File: src/rtl/xillybus_mem8_regs.sv
// xillybus_mem8_regs: user-side responder for the Xillybus seekable
// 8-bit stream, exposing scratch RAM and a small register file.
module xillybus_mem8_regs #(
    parameter logic [7:0] ID_VALUE   = 8'hA5,
    parameter logic [7:0] CTRL_RESET = 8'h00
) (
    input  logic       bus_clk,
    input  logic       trn_reset_n,
    input  logic       user_w_mem_8_wren,
    input  logic [7:0] user_w_mem_8_data,
    output logic       user_w_mem_8_full,
    input  logic       user_w_mem_8_open,
    input  logic       user_r_mem_8_rden,
    output logic [7:0] user_r_mem_8_data,
    output logic       user_r_mem_8_empty,
    output logic       user_r_mem_8_eof,
    input  logic       user_r_mem_8_open,
    input  logic [4:0] user_mem_8_addr,
    input  logic       user_mem_8_addr_update,
    output logic [7:0] ctrl_out,
    input  logic [7:0] status_in,
    input  logic [7:0] event_in,
    output logic       irq_out
);

    localparam logic [4:0] A_CTRL = 5'h10;
    localparam logic [4:0] A_STAT = 5'h11;
    localparam logic [4:0] A_IRQ  = 5'h12;
    localparam logic [4:0] A_WRC  = 5'h13;
    localparam logic [4:0] A_RDC  = 5'h14;
    localparam logic [4:0] A_ID   = 5'h1F;

    typedef enum logic [1:0] {
        S_IDLE  = 2'd0,
        S_HOLD1 = 2'd1,
        S_HOLD2 = 2'd2
    } state_t;

    state_t     r_state;
    state_t     w_state_nxt;
    logic       w_hold;

    logic [7:0] r_scratch [16];
    logic [7:0] r_ctrl;
    logic [7:0] r_status_q;
    logic [7:0] r_irq_pend;
    logic       r_irq;
    logic [7:0] r_wr_count;
    logic [7:0] r_rd_count;
    logic [7:0] r_rd_data;
    logic       r_w_open_q;
    logic       r_r_open_q;

    logic       w_wr_acc;
    logic       w_rd_acc;
    logic       w_wr_scr;
    logic       w_wr_ctrl;
    logic [7:0] w_irq_clr;
    logic [7:0] w_rd_byte;
    logic       w_w_open_rise;
    logic       w_r_open_rise;

    assign w_hold             = (r_state != S_IDLE);
    assign user_w_mem_8_full  = w_hold;
    assign user_r_mem_8_empty = w_hold;
    assign user_r_mem_8_eof   = 1'b0;
    assign user_r_mem_8_data  = r_rd_data;
    assign ctrl_out           = r_ctrl;
    assign irq_out            = r_irq;

    assign w_wr_acc = user_w_mem_8_wren & ~w_hold;
    assign w_rd_acc = user_r_mem_8_rden & ~w_hold;

    assign w_wr_scr  = w_wr_acc & ~user_mem_8_addr[4];
    assign w_wr_ctrl = w_wr_acc & (user_mem_8_addr == A_CTRL);
    assign w_irq_clr = (w_wr_acc && (user_mem_8_addr == A_IRQ))
                       ? user_w_mem_8_data : 8'h00;

    assign w_w_open_rise = user_w_mem_8_open & ~r_w_open_q;
    assign w_r_open_rise = user_r_mem_8_open & ~r_r_open_q;

    // Seek-hold state register.
    always_ff @(posedge bus_clk or negedge trn_reset_n) begin
        if (!trn_reset_n) r_state <= S_IDLE;
        else              r_state <= w_state_nxt;
    end

    // Seek-hold next state: a seek pulse always (re)starts the hold.
    always_comb begin
        w_state_nxt = S_IDLE;
        if (user_mem_8_addr_update) begin
            w_state_nxt = S_HOLD1;
        end else begin
            case (r_state)
                S_IDLE:  w_state_nxt = S_IDLE;
                S_HOLD1: w_state_nxt = S_HOLD2;
                S_HOLD2: w_state_nxt = S_IDLE;
                default: w_state_nxt = S_IDLE;
            endcase
        end
    end

    // Scratch RAM, intentionally left unreset.
    always_ff @(posedge bus_clk) begin
        if (w_wr_scr) r_scratch[user_mem_8_addr[3:0]] <= user_w_mem_8_data;
    end

    // Read mux over the full 32-byte map; reserved bytes read as zero.
    always_comb begin
        w_rd_byte = 8'h00;
        if (!user_mem_8_addr[4]) begin
            w_rd_byte = r_scratch[user_mem_8_addr[3:0]];
        end else begin
            case (user_mem_8_addr)
                A_CTRL:  w_rd_byte = r_ctrl;
                A_STAT:  w_rd_byte = r_status_q;
                A_IRQ:   w_rd_byte = r_irq_pend;
                A_WRC:   w_rd_byte = r_wr_count;
                A_RDC:   w_rd_byte = r_rd_count;
                A_ID:    w_rd_byte = ID_VALUE;
                default: w_rd_byte = 8'h00;
            endcase
        end
    end

    // Read data register, holds until the next accepted read.
    always_ff @(posedge bus_clk or negedge trn_reset_n) begin
        if (!trn_reset_n)  r_rd_data <= 8'h00;
        else if (w_rd_acc) r_rd_data <= w_rd_byte;
    end

    // Control register.
    always_ff @(posedge bus_clk or negedge trn_reset_n) begin
        if (!trn_reset_n)   r_ctrl <= CTRL_RESET;
        else if (w_wr_ctrl) r_ctrl <= user_w_mem_8_data;
    end

    // Status snapshot, sampled every cycle.
    always_ff @(posedge bus_clk or negedge trn_reset_n) begin
        if (!trn_reset_n) r_status_q <= 8'h00;
        else              r_status_q <= status_in;
    end

    // Pending events: new events win over a same-cycle clear.
    always_ff @(posedge bus_clk or negedge trn_reset_n) begin
        if (!trn_reset_n) begin
            r_irq_pend <= 8'h00;
            r_irq      <= 1'b0;
        end else begin
            r_irq_pend <= (r_irq_pend & ~w_irq_clr) | event_in;
            r_irq      <= |r_irq_pend;
        end
    end

    // Previous values of the open handles for rising-edge detection.
    always_ff @(posedge bus_clk or negedge trn_reset_n) begin
        if (!trn_reset_n) begin
            r_w_open_q <= 1'b0;
            r_r_open_q <= 1'b0;
        end else begin
            r_w_open_q <= user_w_mem_8_open;
            r_r_open_q <= user_r_mem_8_open;
        end
    end

    // Write access counter; a new open clears it ahead of counting.
    always_ff @(posedge bus_clk or negedge trn_reset_n) begin
        if (!trn_reset_n)       r_wr_count <= 8'h00;
        else if (w_w_open_rise) r_wr_count <= 8'h00;
        else if (w_wr_acc)      r_wr_count <= r_wr_count + 8'd1;
    end

    // Read access counter; a new open clears it ahead of counting.
    always_ff @(posedge bus_clk or negedge trn_reset_n) begin
        if (!trn_reset_n)       r_rd_count <= 8'h00;
        else if (w_r_open_rise) r_rd_count <= 8'h00;
        else if (w_rd_acc)      r_rd_count <= r_rd_count + 8'd1;
    end

endmodule
File: config.mk
export PLATFORM = sky130hd
export DESIGN_NAME = xillybus_mem8_regs
export DESIGN_NICKNAME = d
export VERILOG_FILES = /design/src/rtl/xillybus_mem8_regs.sv
export SDC_FILE = /design/constraint.sdc
export NUM_CORES = 1
export LEC_CHECK = 0
export CAP_MARGIN = 20
export CELL_PAD_IN_SITES_DETAIL_PLACEMENT = 1
export CELL_PAD_IN_SITES_GLOBAL_PLACEMENT = 2
export CORE_MARGIN = 2
export CORE_UTILIZATION = 42
export CTS_CLUSTER_DIAMETER = 200
export DETAILED_ROUTE_END_ITERATION = 8
export PLACE_DENSITY_LB_ADDON = 0.1
export SYNTH_ARGS = -nofsm -noshare
export SYNTH_HDL_FRONTEND = slang
export SYNTH_SLANG_ARGS = --single-unit
export TNS_END_PERCENT = 20
File: constraint.sdc
create_clock -name bus_clk -period 2.8 [get_ports bus_clk]
set_input_delay 0.7 -clock bus_clk [delete_from_list [all_inputs] [get_ports bus_clk]]
set_output_delay 0.7 -clock bus_clk [all_outputs]
set_load 0.02 [all_outputs]
Word level (Yosys, flattened, before mapping). Memories as Yosys holds them, arrays and structs flattened. Index checks and enable logic that the tools add are counted.

Bits of input ports: 36. Logic and storage cells: 49. RAM bits: 128. Output and inout port bits: 20. Register bits after elaboration: 53. Memories kept: 1.

Reductions and logical operators: 5. Eq/ne operators: 7. Multiplexer cells: 11. Bitwise logic cells: 13. Add/subtract/negate cells: 2.

Memories: r_scratch (depth 16, width 8, read ports 1, clocked after Yosys merged registers in 0, wr ports 1, line 43) `logic [7:0] r_scratch [16];`.

Operator list (count): 8-bit two-way mux (6); 8-bit one-hot mux with 6 select lines (1); 5-bit equality test, second input constant (6); 8-bit by 1-bit adder with 8-bit output, second input constant (2); 8-bit bitwise AND (1); 8-bit inverter (1); 8-bit bitwise OR (1); 8-bit OR reduction (1); 1-bit bitwise AND (6); 2-bit nonzero test (3); 2-bit two-way mux (2); 1-bit inverter (4); 2-bit by 1-bit equality test with 1-bit output, second input constant (1); 1-bit two-way mux (2); 1-bit logical AND (1).

Logic depth before layout (Yosys ltp). Gate-level depths: netlist (run 1).

Depth in word-level cells: 8. Depth in mapped cells: 7. Depth with buffers taken out: 5.

Worst setup path after synthesis (run 1). OpenSTA, ideal clock, no wires.

Path kind: input to register. Start: input port user_w_mem_8_wren. End: memory r_scratch[11][0] (enable). Setup time: 370 ps. Data arrival time: 1879 ps. Required time: 2430 ps. Path buffers: 0. Stages: 4. Setup slack: 551 ps. Cell sequence: or3b_1 -> nor2_1 -> nand3_1 -> nor2_1.

Cells in the longest elaborated chain, start to end: 4.

Ends and longest elaborated chain: start, declared (line 9) `input logic user_w_mem_8_wren,`; 1-bit bitwise AND (line 71) `assign w_wr_acc = user_w_mem_8_wren & ~w_hold;`; 1-bit bitwise AND (line 74) `assign w_wr_scr = w_wr_acc & ~user_mem_8_addr[4];`; 1-bit two-way mux (line 105) `if (w_wr_scr) r_scratch[user_mem_8_addr[3:0]] <= user_w_mem_8_data;`; 1-bit two-way mux (not written as such) (line 105); end, declared (line 43).

No other way between the ends.

Worst setup path after layout (run 1).
Start: register r_state[0]. End: output port user_r_mem_8_empty.

Cells in the longest elaborated chain, start to end: 1.

Ends and longest elaborated chain: start, declared (line 39) `state_t r_state;`; start signal, assigned (line 85) `else r_state <= w_state_nxt;`; 2-bit nonzero test (line 63) `assign w_hold = (r_state != S_IDLE);`; end, declared (line 15) `output logic user_r_mem_8_empty,`.

No other way between the ends.

==> flow_metrics.env, run 1 <==
export IMPL_status="finished, final reports clean"
export IMPL_vias=4963
export IMPL_vias_per_cell=5.602
export IMPL_start_util_pct=42.74
export IMPL_synth_cell_types=48
export IMPL_setup_violations=0
export IMPL_hold_viol_final=0
export IMPL_cts_resized=0
export IMPL_cellPowerDensity_nw_per_um2=621.7
export IMPL_fin_crit_sh_pct=87.10
export IMPL_cts_root_buf="clkbuf_16"
export IMPL_antenna_cells=0
export IMPL_synth_async_reset_ratio_pct=29.28
export IMPL_cp_start_kind="flop"
export IMPL_antenna_left=0
export IMPL_grt_busiest_layer="met2"
export IMPL_path_cells="or2_2 > clkdlybuf4s50_1"
export IMPL_synth_area_leader_cell="edfxtp_1"
export IMPL_synthCells=533
export IMPL_dr_pass1_iters=4
export IMPL_avgSynthCellArea_um2=14.40
export IMPL_ys_flop_type="edfxtp_1"
export IMPL_cp_arrival_ps=1740
export IMPL_synth_area_leaders="edfxtp_1, dfrtp_1, mux2_2"
export IMPL_ys_top_cells_by_count="edfxtp_1, mux2_2, dfrtp_1"
export IMPL_synth_edff_count=128
export IMPL_slowest_delay_ps=550
export IMPL_setup_tns_ps=0
export IMPL_tightest_slew_ps=732.5
export IMPL_cts_buffers=17
export IMPL_required_ps=2100
export IMPL_skew_ps=17.54
export IMPL_drc=0
export IMPL_synth_top_area_share_pct=50.07
export IMPL_std_cell_rows=49
export IMPL_grt_usage_pct=23.30
export IMPL_coreArea_um2=17960
export IMPL_routedWlPerCell_um=24.37
export IMPL_use_met2_pct=38.97
export IMPL_die_w_um=139.2
export IMPL_crit_buf_inv=1
export IMPL_antenna_found_initial=0
export IMPL_cts_tree="built"
export IMPL_worstPathMaxFanout=7
export IMPL_cts_hold_buf=0
export IMPL_grt_setup_unrepaired="no"
export IMPL_io_pin_count=56
export IMPL_synth_nets=571
export IMPL_ctsLongestPathBuffers=2
export IMPL_grt_overflow=0
export IMPL_portBuffers=54
export IMPL_syn_area_um2=7677
export IMPL_period_minus_slack_ps=2439
export IMPL_insertion_delay_ps=440
export IMPL_fmax_mhz=410.0
export IMPL_die_h_um=139.2
export IMPL_die_area_um2=19380
export IMPL_gp_congestion=0.9098
export IMPL_critical_path_top_delay_family="buffers and inverters"
export IMPL_critPathCaptureType="primary output"
export IMPL_gr_usage_met1_pct=29.69
export IMPL_clock_sinks=181
export IMPL_drv_cap=0
export IMPL_clkTransAtPathRegs_ps=70
export IMPL_yosysMostFrequentCell="edfxtp_1"
export IMPL_maxSlewViolCount=0
export IMPL_drt_initial_drc_count=431
export IMPL_grt_max_degree=33
export IMPL_yosysSeqAreaShare_pct=67.34
export IMPL_postCtsSetupBuffers=0
export IMPL_grt_pass1_wl_um=33280
export IMPL_finalNetCount=682
export IMPL_yosys_warnings=0
export IMPL_grtUsageMet3_pct=4.834
export IMPL_min_path_type="in2async"
export IMPL_whs_ps=245.5
export IMPL_grt_pass1_vias=5397
export IMPL_p_leak_nw=3.319
export IMPL_ir_drop_mv=0.4198
export IMPL_syn_to_final_growth_pct=23.42
export IMPL_h_tree_depth=4
export IMPL_drt_wl_total_um=21590
export IMPL_synth_seq_cells=181
export IMPL_fillers=1783
export IMPL_relSlewSlack_pct=51.01
export IMPL_drive_gt1_share_pct=26.18
export IMPL_path_class="reg2out"
export IMPL_place_hpwl_um=15350
export IMPL_critPathSlowestCell="clkdlybuf4s50_1"
-- worst reg2reg max path, cell delays in order (launching register included) --
cell,delay (ps)
dfrtp_1,440
or3b_1,430
nor2_1,120
buf_4,170
nand3b_1,150
nor2_1,170
buf_4,210
-- routing by layer --
metal,vias to the layer above,share of wire (%),wire (um)
met3,29,5.0,1090
li1,2257,-,-
met4,0,3.1,667
met5,-,0,0
met2,132,51,10920
met1,2545,41,8920
-- metrics by stage --
stage                     instances  instance area [um2]  setup WS, ps  total power [W]  utilization [%]
after detailed placement        854                 8936         54.42         0.003707            49.75
after floorplan                 533                 7677         550.8         0.003332                -
after global routing            886                 9475         297.7         0.006082            52.75
final                           886                 9475         361.2         0.005890            52.75
after global placement          854                 8936         64.25         0.003694            49.75
after CTS                       886                 9475         331.1         0.005961            52.75
-- final timing paths --
check	end	slack (ps)	cells past startpoint	start
setup reg to reg	r_scratch[13][6]	820	6	r_state[0]
max in group asynchronous	ctrl_out[1]	1970	2	trn_reset_n
min in group bus_clk	r_irq_pend[3]	530	1	r_irq_pend[3]
setup / recovery	user_r_mem_8_empty	360	2	r_state[0]
hold / removal	r_wr_count[2]	250	1	trn_reset_n
hold reg to reg	r_irq_pend[3]	530	1	r_irq_pend[3]
-- area by class of cell --
cell class	instances	area (um2)	share of cell area (%)
tap	229	286.5	3.024
clock inverter	14	110.1	1.162
clock buffer	18	429.2	4.529
sequential	181	5170	54.56
multi-input combinational	323	2356	24.86
timing repair buffer	121	1124	11.86
-- flip-flops by register name, indices dropped and copies added, names as in the netlist --
name,flops
r_wr_count,8
r_state,2
r_w_open_q,1
user_r_mem_8_data,8
r_irq_pend,8
ctrl_out,8
r_status_q,8
r_scratch,128
r_rd_count,8
irq_out,1
r_r_open_q,1
-- power breakdown --
part           total, W  leakage (nW)  switching (W)  internal [W]
clock network   0.00224         0.266        0.00108       0.00116
logic          0.000643          1.27       0.000347      0.000296
registers       0.00300          1.78      0.0000660       0.00294
total           0.00589          3.32        0.00150       0.00439
-- cell usage in the layout, fill, tap and decap left out, drive strengths merged, types with 8 or more instances in the layout --
| cell type | count |
|---|---|
| clkdlybuf4s50 | 52 |
| nand2 | 23 |
| buf | 69 |
| a21o | 8 |
| dfrtp | 53 |
| edfxtp | 128 |
| o21ai | 20 |
| a211oi | 12 |
| o22ai | 18 |
| a21oi | 8 |
| nor2 | 38 |
| nand3 | 15 |
| nor3 | 8 |
| nor2b | 16 |
| mux2 | 64 |
| nor4 | 14 |
| or3 | 11 |
| inv | 10 |
| clkbuf | 18 |
-- kinds of logic after synthesis --
kind of cell	Yosys count	share of synthesized area, %
AOI/OAI and AO/OA	81	7.041
DFF	181	67.34
and+or+nand+nor	160	11.60
buffers and inverters	29	1.972
other	1	0.04884
muxes	69	10.53
xor gates and xnor gates	10	1.141
adders and majority gates	2	0.3259
Note: power is estimated with default switching activity, not from simulation.
==> run 2, diff against run 1 <==
Settings changed: ABC_AREA set to 1, CORE_MARGIN 2 to 10, CORE_UTILIZATION 42 to 37.
==> run 2 against run 1 <==
Compared with the run above:
- clock-buffer cell count stayed put
- worst setup slack better by 120 ps
- die area up 43%
- core utilization decreased by 7.6 points
- non-clock buffer count fell by 27
- sequential power barely moved
- synthesized cell count grew 56%
- via count increased by 17%
==> flow_metrics.env, run 2 <==
export IMPL_finalNetCount=956
export IMPL_final_common_cell="nand2_1"
export IMPL_fmax_mhz=431.1
export IMPL_crit_buf_inv=2
export IMPL_drive_gt1_share_pct=9.882
export IMPL_postCtsSetupBuffers=0
export IMPL_gr_usage_met1_pct=23.32
export IMPL_cellPowerDensity_nw_per_um2=618.4
export IMPL_portBuffers=54
export IMPL_ctsLongestPathBuffers=2
export IMPL_slowest_delay_ps=560
export IMPL_regArea_um2=5170
export IMPL_place_hpwl_um=16290
export IMPL_drt_initial_drc_count=361
export IMPL_die_w_um=166.3
export IMPL_critical_path_top_delay_family="buffers and inverters"
export IMPL_synth_seq_cells=181
export IMPL_grt_pass1_vias=6082
export IMPL_vias_per_cell=4.804
export IMPL_grt_usage_pct=16.67
export IMPL_path_cells="nor2_1 > inv_1 > clkdlybuf4s50_1"
export IMPL_drt_wl_total_um=23060
export IMPL_power_switching_w=0.001551
export IMPL_vias=5794
export IMPL_multiInputGateArea_um2=2401
export IMPL_switching_share_pct=26.44
export IMPL_largest_reg_flops=128
export IMPL_cts_tree="built"
export IMPL_syn_to_final_growth_pct=19.82
export IMPL_synth_area_leaders="edfxtp_1, nand2_1, dfrtp_1"
export IMPL_die_h_um=166.3
export IMPL_synth_async_reset_ratio_pct=29.28
export IMPL_io_pin_count=56
export IMPL_cts_buffers=17
export IMPL_routedWlPerCell_um=19.12
export IMPL_grt_busiest_layer="met2"
export IMPL_required_ps=2100
export IMPL_period_minus_slack_ps=2319
export IMPL_critPathCaptureType="primary output"
export IMPL_p_clk_share_pct=39.8
export IMPL_antenna_found_initial=0
export IMPL_drc=0
export IMPL_relSlewSlack_pct=41.26
export IMPL_yosysMostFrequentCell="nand2_1"
export IMPL_std_cell_rows=53
export IMPL_pre_cts_ws_ps=55.87
export IMPL_min_path_type="in2async"
export IMPL_h_tree_depth=4
export IMPL_synth_area_leader_cell="edfxtp_1"
export IMPL_antenna_cells=0
export IMPL_cp_start_kind="flop"
export IMPL_synth_nets=869
export IMPL_avgSynthCellArea_um2=9.526
export IMPL_ir_drop_mv=0.4309
export IMPL_cts_resized=0
export IMPL_cts_hold_buf=0
export IMPL_drv_cap=0
export IMPL_synth_top_area_share_pct=48.55
export IMPL_setup_ws_ps=480.5
export IMPL_antenna_left=0
export IMPL_coreArea_um2=21020
export IMPL_grt_max_degree=46
export IMPL_status="finished, final reports clean"
export IMPL_insertion_delay_ps=430
export IMPL_dr_pass1_iters=5
export IMPL_skew_ps=8.035
export IMPL_ys_flop_type="edfxtp_1"
export IMPL_p_seq_share_pct=50.8
export IMPL_synth_edff_count=128
export IMPL_yosys_warnings=0
export IMPL_syn_area_um2=7916
export IMPL_clock_sinks=181
export IMPL_fin_crit_sh_pct=82.84
export IMPL_ys_top_cells_by_count="nand2_1, edfxtp_1, dfrtp_1"
export IMPL_clkTransAtPathRegs_ps=70
export IMPL_grtUsageMet3_pct=2.863
export IMPL_p_comb_share_pct=9.4
export IMPL_final_cell_mix="nand2_1, edfxtp_1, dfrtp_1"
export IMPL_path_class="reg2out"
export IMPL_start_util_pct=37.66
export IMPL_use_met2_pct=25.99
export IMPL_cts_root_buf="clkbuf_16"
export IMPL_fillers=2371
export IMPL_gp_congestion=0.8296
export IMPL_fin_util_pct=45.12
export IMPL_p_int_w=0.004315
export IMPL_maxSlewViolCount=0
export IMPL_setup_tns_ps=0
export IMPL_grt_setup_unrepaired="no"
export IMPL_p_leak_nw=4.133
export IMPL_setup_violations=0
export IMPL_critPathSlowestCell="clkdlybuf4s50_1"
export IMPL_tightest_slew_ps=881.2
export IMPL_worstPathMaxFanout=3
export IMPL_hold_viol_final=0
export IMPL_grt_pass1_wl_um=36010
export IMPL_die_area_um2=27650
export IMPL_rrSetupSlack_ps=690
export IMPL_synthCells=831
export IMPL_grt_overflow=0
export IMPL_synth_cell_types=32
export IMPL_cp_arrival_ps=1620
export IMPL_yosysSeqAreaShare_pct=65.31
## run 2: path summary, 6_finish.rpt
kind / from / end / cells past startpoint
max in group asynchronous: trn_reset_n / ctrl_out[0] / 2
max: r_state[0] / user_r_mem_8_empty / 3
min: trn_reset_n / r_r_open_q / 1
min in group bus_clk: r_state[1] / r_state[1] / 1
max reg2reg: r_state[0] / r_scratch[2][2] / 8
min reg2reg: r_state[1] / r_state[1] / 1
## run 2: power by group through the flow
stage	clock (W)	combinational (W)	sequential, W
2_1_floorplan	0	0.000236	0.00306
3_3_place_gp	0	0.000550	0.00304
3_5_place_dp	0	0.000559	0.00304
4_1_cts	0.00238	0.000565	0.00298
5_1_grt	0.00250	0.000613	0.00299
6_report	0.00233	0.000551	0.00298
## run 2: cell type report
cell class,count,area share [%]
Timing Repair Buffer,94,8.759
Clock inverter,14,1.451
Multi-Input combinational cell,578,25.31
Inverter,46,1.820
Tap cell,275,3.627
Clock buffer,18,4.524
Sequential cell,181,54.50
## run 2: kinds of logic after synthesis
logic type	after synthesis	share of synthesized area, %
simple gates	531	26.65
other cells	1	0.04737
buf+inv	72	4.362
fa+ha+maj	2	0.3161
compound gates	43	3.209
flops	181	65.31
xor+xnor	1	0.1107
## run 2: layer usage
| layer | wire length, um | vias to the layer above |
|---|---|---|
| li1 | - | 2836 |
| met5 | 0 | - |
| met2 | 10690 | 73 |
| met1 | 11480 | 2867 |
| met4 | 252 | 0 |
| met3 | 634 | 18 |
## run 2: stage by stage
step	hold WS (ps)	std cells	power, W	area, um2
finish	382.0	1206	0.005866	9485
global route	436.2	1206	0.006098	9485
CTS	398.1	1206	0.005930	9485
detailed placement	425.6	1174	0.003599	8919
global placement	419.8	1174	0.003588	8919
floorplan	404.4	831	0.003294	7916
==> run 3, diff against run 2 <==
Clock period 2.8 ns to 2.15 ns, I/O delays scaled along.
==> run 3 against run 2 <==
Compared with the run above:
- clock power rose by 49%
- clock skew barely moved
- cell area is 3.0% higher
- die area unchanged
- highest routed layer unchanged
- worst hold slack worse by 290 ps
- sequential cell count unchanged
- combinational power grew 36%
- register-to-register slack worse by 490 ps
- wire length is 0.13% higher
- sequential power up 30%
- power grew 38%
==> flow_metrics.env, run 3 (synthesized netlist as in run 2, its figures left out) <==
export IMPL_status="finished, final reports clean"
export IMPL_skew_ps=7.823
export IMPL_critPathCaptureType="primary output"
export IMPL_vias=5893
export IMPL_place_hpwl_um=16650
export IMPL_routedWlPerCell_um=18.88
export IMPL_vias_per_cell=4.818
export IMPL_critical_path_top_delay_family="buffers and inverters"
export IMPL_min_path_type="in2async"
export IMPL_io_pin_count=56
export IMPL_p_total_w=0.008100
export IMPL_r2r_cells=9
export IMPL_setup_tns_ps=0
export IMPL_die_w_um=166.3
export IMPL_period_minus_slack_ps=2042
export IMPL_rrSetupSlack_ps=200
export IMPL_coreArea_um2=21020
export IMPL_clock_sinks=181
export IMPL_cts_tree="built"
export IMPL_p_leak_nw=4.277
export IMPL_drive_gt1_share_pct=11.50
export IMPL_die_area_um2=27650
export IMPL_path_cells="clkdlybuf4s50_1"
export IMPL_antenna_found_initial=0
export IMPL_whs_ps=96.73
export IMPL_maxSlewViolCount=0
export IMPL_gp_congestion=0.8596
export IMPL_required_ps=1610
export IMPL_finalNetCount=973
export IMPL_die_h_um=166.3
export IMPL_cts_hold_buf=0
export IMPL_grt_overflow=0
export IMPL_cts_root_buf="clkbuf_16"
export IMPL_start_util_pct=37.66
export IMPL_setup_violations=0
export IMPL_h_tree_depth=4
export IMPL_slowest_delay_ps=650
export IMPL_grt_pass1_vias=6461
export IMPL_insertion_delay_ps=430
export IMPL_path_class="reg2out"
export IMPL_stdcell_area_um2=9767
export IMPL_drc=0
export IMPL_drt_wl_total_um=23090
export IMPL_postCtsSetupBuffers=0
export IMPL_drv_cap=0
export IMPL_worstPathMaxFanout=3
export IMPL_setup_ws_ps=107.9
export IMPL_drt_initial_drc_count=429
export IMPL_cts_resized=2
export IMPL_largest_reg_flops=128
export IMPL_post_dp_cell_area_um2=9121
export IMPL_grt_pass1_wl_um=36650
export IMPL_grt_max_degree=56
export IMPL_cellPowerDensity_nw_per_um2=829.3
export IMPL_cp_arrival_ps=1500
export IMPL_clkTransAtPathRegs_ps=70
export IMPL_ir_drop_mv=0.5739
export IMPL_final_cell_mix="nand2_1, edfxtp_1, dfrtp_1"
export IMPL_rr_startpoint="r_state[0]"
export IMPL_pre_cts_ws_ps=-290.2
export IMPL_crit_buf_inv=1
export IMPL_grt_setup_unrepaired="no"
export IMPL_cp_start_kind="flop"
export IMPL_antenna_left=0
export IMPL_grt_usage_pct=16.85
export IMPL_syn_to_final_growth_pct=23.38
export IMPL_cts_buffers=17
export IMPL_fmax_mhz=489.7
export IMPL_final_common_cell="nand2_1"
export IMPL_portBuffers=54
export IMPL_hold_viol_final=0
export IMPL_critPathSlowestCell="clkdlybuf4s50_1"
export IMPL_std_cell_rows=53
export IMPL_dr_pass1_iters=4
export IMPL_r2r_end="r_scratch[7][4]"
export IMPL_antenna_cells=0
export IMPL_fin_crit_sh_pct=94.98
export IMPL_ctsLongestPathBuffers=2
run 3: cell count changes in the layout (fill, tap and decap cells not counted), sizes merged:
cell and delta:
buf +17, clkdlybuf4s50 -2, clkinv -4, inv -3
dlygate4sd2 +2, bufinv +5, clkinvlp +2
run 3: metal layers:
| layer | GRT usage, % | share of wire [%] | up-vias |
|---|---|---|---|
| met5 | 0 | 0 | - |
| met4 | 4.773 | 1.5 | 0 |
| met3 | 2.769 | 4.2 | 23 |
| met2 | 28.12 | 49 | 97 |
| met1 | 22.06 | 46 | 2911 |
| li1 | - | - | 2862 |
run 3: cell type report:
class	instances	area [um2]
fill	2336	11250
sequential	181	5170
multi-input combinational	578	2401
timing repair buffer	111	1031
clock buffer	18	429.2
tap	275	344.1
clock inverter	14	219.0
inverter	46	172.7
run 3: report_power, final:
part	total, W	switching (W)	internal, W
Combinational	0.000749	0.000461	0.000288
Sequential	0.00388	0.0000659	0.00382
Clock	0.00347	0.00139	0.00208
run 3: worst max-delay path by stage:
stage	from	depth (start not counted)	end
2_1_floorplan	r_state[0]	7	r_scratch[2][0]
3_3_place_gp	user_w_mem_8_wren	9	r_scratch[7][1]
3_5_place_dp	user_w_mem_8_wren	9	r_scratch[6][2]
4_1_cts	ctrl_out[4]	1	ctrl_out[4]
5_1_grt	r_state[0]	9	r_scratch[6][4]
6_report	ctrl_out[1]	1	ctrl_out[1]
run 3: through the flow:
step / cells / utilization (%)
after floorplan: 831 / -
after global placement: 1191 / 43.39
after detailed placement: 1191 / 43.39
after CTS: 1223 / 46.46
after global routing: 1223 / 46.46
final: 1223 / 46.46
